==> src/rtl/rf_load_sequencer.sv <==
// Fetches four bytes over a Req/Ack port, assembles a 32-bit word and commits it
// to one register-file destination (R1-R4 / S1-S4) with a single-cycle write.
module rf_load_sequencer #(
  parameter logic [2:0] LOAD_FUNSEL   = 3'b010,
  parameter bit         LITTLE_ENDIAN = 1'b1
) (
  input  logic        Clock,
  input  logic        Reset,
  input  logic        Start,
  input  logic [2:0]  Dest,
  input  logic [15:0] BaseAddr,
  input  logic        Abort,
  input  logic [7:0]  MemData,
  input  logic        MemAck,
  output logic        MemReq,
  output logic [15:0] MemAddr,
  output logic [31:0] I,
  output logic [2:0]  FunSel,
  output logic [3:0]  RegSel,
  output logic [3:0]  ScrSel,
  output logic        Busy,
  output logic        Done
);

  localparam int unsigned BYTE_W = 8;

  typedef enum logic [1:0] {IDLE, FETCH, WRITE, DONE} state_t;

  state_t     state;
  logic [1:0] k;
  logic [2:0] dest;
  logic [4:0] lane_lsb;
  logic [3:0] dest_onehot;

  // Bit offset of the lane that the current byte lands in.
  assign lane_lsb    = LITTLE_ENDIAN ? {k, 3'b000} : 5'(5'd24 - {k, 3'b000});
  assign dest_onehot = 4'b1000 >> dest[1:0];

  always_ff @(posedge Clock or posedge Reset) begin
    if (Reset) begin
      state   <= IDLE;
      k       <= 2'd0;
      dest    <= 3'd0;
      MemReq  <= 1'b0;
      MemAddr <= 16'd0;
      I       <= 32'd0;
      FunSel  <= 3'd0;
      RegSel  <= 4'd0;
      ScrSel  <= 4'd0;
      Busy    <= 1'b0;
      Done    <= 1'b0;
    end else begin
      case (state)
        IDLE: begin
          Done <= 1'b0;
          if (Start) begin
            dest    <= Dest;
            MemAddr <= BaseAddr;
            I       <= 32'd0;
            k       <= 2'd0;
            MemReq  <= 1'b1;
            Busy    <= 1'b1;
            state   <= FETCH;
          end
        end
        FETCH: begin
          // Abort wins over a same-cycle acknowledge; that byte is dropped.
          if (Abort) begin
            MemReq <= 1'b0;
            Busy   <= 1'b0;
            state  <= IDLE;
          end else if (MemAck) begin
            I[lane_lsb +: BYTE_W] <= MemData;
            k                     <= k + 2'd1;
            MemAddr               <= MemAddr + 16'd1;
            if (k == 2'd3) begin
              MemReq <= 1'b0;
              FunSel <= LOAD_FUNSEL;
              RegSel <= dest[2] ? 4'd0 : dest_onehot;
              ScrSel <= dest[2] ? dest_onehot : 4'd0;
              state  <= WRITE;
            end
          end
        end
        WRITE: begin
          FunSel <= 3'd0;
          RegSel <= 4'd0;
          ScrSel <= 4'd0;
          Busy   <= 1'b0;
          Done   <= 1'b1;
          state  <= DONE;
        end
        DONE: begin
          Done  <= 1'b0;
          state <= IDLE;
        end
        default: state <= IDLE;
      endcase
    end
  end

endmodule

==> config.mk <==
export PLATFORM = sky130hd
export DESIGN_NAME = rf_load_sequencer
export DESIGN_NICKNAME = d
export VERILOG_FILES = /design/src/rtl/rf_load_sequencer.sv
export SDC_FILE = /design/constraint.sdc
export NUM_CORES = 1
export LEC_CHECK = 0
export CAP_MARGIN = 20
export CORE_ASPECT_RATIO = 1.4
export CORE_MARGIN = 1
export CORE_UTILIZATION = 57
export DETAILED_ROUTE_END_ITERATION = 6
export DONT_BUFFER_PORTS = 1
export PLACE_DENSITY = 0.72
export SLEW_MARGIN = 20
export SYNTH_ARGS = -nofsm -noshare
export SYNTH_HDL_FRONTEND = slang
export SYNTH_SLANG_ARGS = --single-unit
==> constraint.sdc <==
create_clock -name Clock -period 1.9 [get_ports Clock]
set_clock_uncertainty 0.2 [all_clocks]
set_input_delay 0.19 -clock Clock [delete_from_list [all_inputs] [get_ports Clock]]
set_output_delay 0.19 -clock Clock [all_outputs]
set_load 0.005 [all_outputs]
==> summary.txt <==
Floorplanning
  • Die span in y: 94.32 um
  • Std cell rows: 33
  • Core area: 5863 um2
  • Initial Util: 59.18%
  • Die ar.: 6408 um2
  • Die width: 67.94 um
  • Ports: 94

Layout
  • Final #Nets: 479
  • Area Overhead vs Synth: 32.31%
  • Share of cells above drive strength 1: 27.73%
  • Commonest non-fill, non-tap cell in the layout: nand2_1
  • Most frequent cells in the layout: 68 x nand2_1, 64 x dfrtp_1, 34 x buf_4
  • Final instance area: 4591 um2
  • Diode count: 0
  • Fill cells: 376

Timing
  • Final setup violation count: 1
  • Fmax: 0.5255 GHz
  • Final hold slack: 43.36 ps
  • Crit share post-route: 100.2%
  • Unrepaired setup endpoints after global routing: yes
  • Final Hold Vio Count: 0
  • Minimum clock period: 1903 ps
  • Post-route worst setup slack: -3.095 ps
  • Slew Viols, Final: 0

Critical path
  • Reg2reg end: I[3]
  • Crit start category: register
  • Critical Path Fanout Max: 8
  • Register-to-register setup slack: -3 ps
  • Critical path class: register to register
  • Reg-to-reg startpoint: state[0]
  • Critical Path End Type: register
  • WP data required: 1930 ps
  • Worst Reg-to-Reg Cells: 7
  • CP arrival: 1930 ps

Clock tree
  • Cts bufs inserted: 9
  • Root buf cell: clkbuf_8
  • Clk slew on worst S/H paths: 80 ps
  • Clock Tree Buf Depth: 2
  • CTS tree: built
  • Clock insertion delay at the later pin of the skew report: 350 ps
  • H-tree depth: 3
  • Clock sinks: 67

Route
  • Antenna Nets Post-Route: 0
  • Drt pass-1 iters: 4
  • Final WL: 8977 um
  • DR DRC count: 0
  • DR iter-0 viols: 97
  • DR WL/cell: 17.60 um
  • Met3 wire len: 469 um
  • Top sig layer: met4
  • DR WL met2: 4979 um
  • M1 WL: 3300 um
  • Drt via density: 5.951
  • Vias: 3035

Pwr
  • Peak supply drop: 0.001217 V
  • Clock network power share: 15.0%
  • Leakage: 1.938 nW
  • Psw: 3.312 mW
  • Comb power frac: 54.1%
  • Cell Pwr Density: 1686 nW/um2
  • Net Sw Frac: 42.78%
  • Reg power frac: 30.8%
  • P_int: 4.430 mW

Logic synthesis
  • Main synth FF type: dfrtp_1
  • Post-Synth Adder-Cell Area: 4.327%
  • Async S/R FF share, synth: 100.0%
  • XOR/XNOR Fraction of Synth Area: 0%
  • Number of flops mapped to enable cells by yosys: 0
  • Simple-Gate Fraction of Synth Area: 20.19%
  • Mapped cell area: 3470 um2
  • Syn Inst Count: 363
  • Largest family of logic cells by synthesized area: simple AND/OR/NAND/NOR gates
  • Synth top area cells: dfrtp_1 48%, nand2_1 7.9%, ha_1 4.3%
  • Syn avg cell area: 9.558 um2
  • Synth Area in Compound Gates: 19.51%
  • Yosys warning count: 0
  • #FFs+latches synth: 67
  • Leading area contributor after synthesis: dfrtp_1
  • Synth top area share: 48.32%
  • Seq/Total Area, Yosys: 48.32%
  • Mux cell area share after synthesis: 2.885%
  • Synth unique cells: 55

Status
  • Failing checks: setup timing
  • Status: finished with violations

Placed design
  • Post-DP Area: 3839 um2
  • Pre-CTS WS: -211.0 ps
  • Routability congestion estimate: 0.8128
  • Port Buffers: 0
  • Post-DP HPWL: 5940 um

Min path
  • Hold path depth: 3
  • Endpoint of the worst hold path: FunSel[1]
  • Worst Hold Launch: MemAck
  • Worst Hold Class: primary input to register

Global routing
  • First-pass GRT wire length: 13600 um
  • GRT Util Overall: 28.69%
  • Global route overflow: 0
  • Vias in the first global route: 2947
  • Initial antenna violation count: 0
  • Largest net degree at the start of global routing: 68

Flow run
  • Maxcap violations: 0
metrics by stage:
stage | instances | power, mW | util, % | setup TNS (ps)
after floorplan | 364 | 4.601 | - | -48.43
after global placement | 459 | 5.638 | 65.47 | -175.5
after detailed placement | 459 | 5.759 | 65.47 | -3090
after CTS | 503 | 7.138 | 74.43 | 0
after global routing | 510 | 8.237 | 78.30 | -676.9
final | 510 | 7.742 | 78.30 | -3.095
kinds of logic after synthesis:
| kind of cell | after synthesis |
|---|---|
| AOI/OAI and AO/OA | 104 |
| adders and majority gates | 12 |
| buffers and inverters | 34 |
| DFF | 67 |
| muxes | 9 |
| other | 1 |
| and+or+nand+nor | 136 |
routing by layer:
metal  vias up  track usage (%)
li1       1439                -
met1      1466            30.71
met5         -                0
met4         0            13.54
met2       112            51.72
met3        18            5.825
power groups by stage:
stage | clock network (mW) | registers [mW] | logic [mW]
2_1_floorplan | 0 | 2.30 | 2.30
3_3_place_gp | 0 | 2.35 | 3.29
3_5_place_dp | 0 | 2.37 | 3.39
4_1_cts | 1.17 | 2.35 | 3.61
5_1_grt | 1.23 | 2.46 | 4.55
6_report | 1.16 | 2.39 | 4.19
cell type report:
type | count | area (um2) | area share, %
clock buffer | 10 | 127.6 | 2.780
clock inverter | 6 | 66.31 | 1.445
sequential | 67 | 1680 | 36.60
tap | 70 | 87.58 | 1.908
timing repair buffer | 77 | 742.0 | 16.16
inverter | 16 | 66.31 | 1.445
multi-input combinational | 264 | 1821 | 39.66
Yosys cell counts, types with 5 or more instances:
cell and count:
nand2_1 73, dfrtp_1 67, nand3_1 16, inv_1 14, nor3_1 6, buf_2 9
nor2_1 12, nand2b_1 7, ha_1 12, a21oi_1 20, o21ai_1 23, o41ai_1 7
o21ai_0 21, o22ai_1 5
worst max path at each step:
| stage | start | to | depth (start not counted) | slack, ps |
|---|---|---|---|---|
| 3_5_place_dp | register | RegSel[2] | 6 | -210 |
| 5_1_grt | register | I[30] | 8 | -60 |
| 6_report | state[0] | I[3] | 7 | -3 |
| 4_1_cts | register | I[3] | 8 | 8 |
| 2_1_floorplan | state[0] | I[24] | 6 | -20 |
| 3_3_place_gp | register | RegSel[2] | 6 | -50 |
flip-flops by register name (all words and copies together) (netlist names), named ones only:
| signal | flops |
|---|---|
| I | 32 |
| Done | 1 |
| MemReq | 1 |
| state | 1 |
| RegSel | 4 |
| ScrSel | 4 |
| dest | 3 |
| MemAddr | 16 |
| Busy | 1 |
| FunSel | 1 |
| k | 2 |
worst max-delay path: stages (launching register included):
cell	delay [ps]
dfrtp_1	440
inv_2	110
ha_4	160
mux2_4	360
buf_6	140
o211ai_4	100
clkbuf_16	210
o21ai_1	70
what timing repair did:
item / in CTS / in global routing
resized for setup: 12 / 38
buffers inserted: 1 / 3
hold endpoints to repair: 118 / 4
endpoints found under the setup margin: 56 / 50
gates cloned: 0 / 3
pin swaps: 1 / 6
hold buffers: 27 / 1
Power figures use the tool's default switching activity.
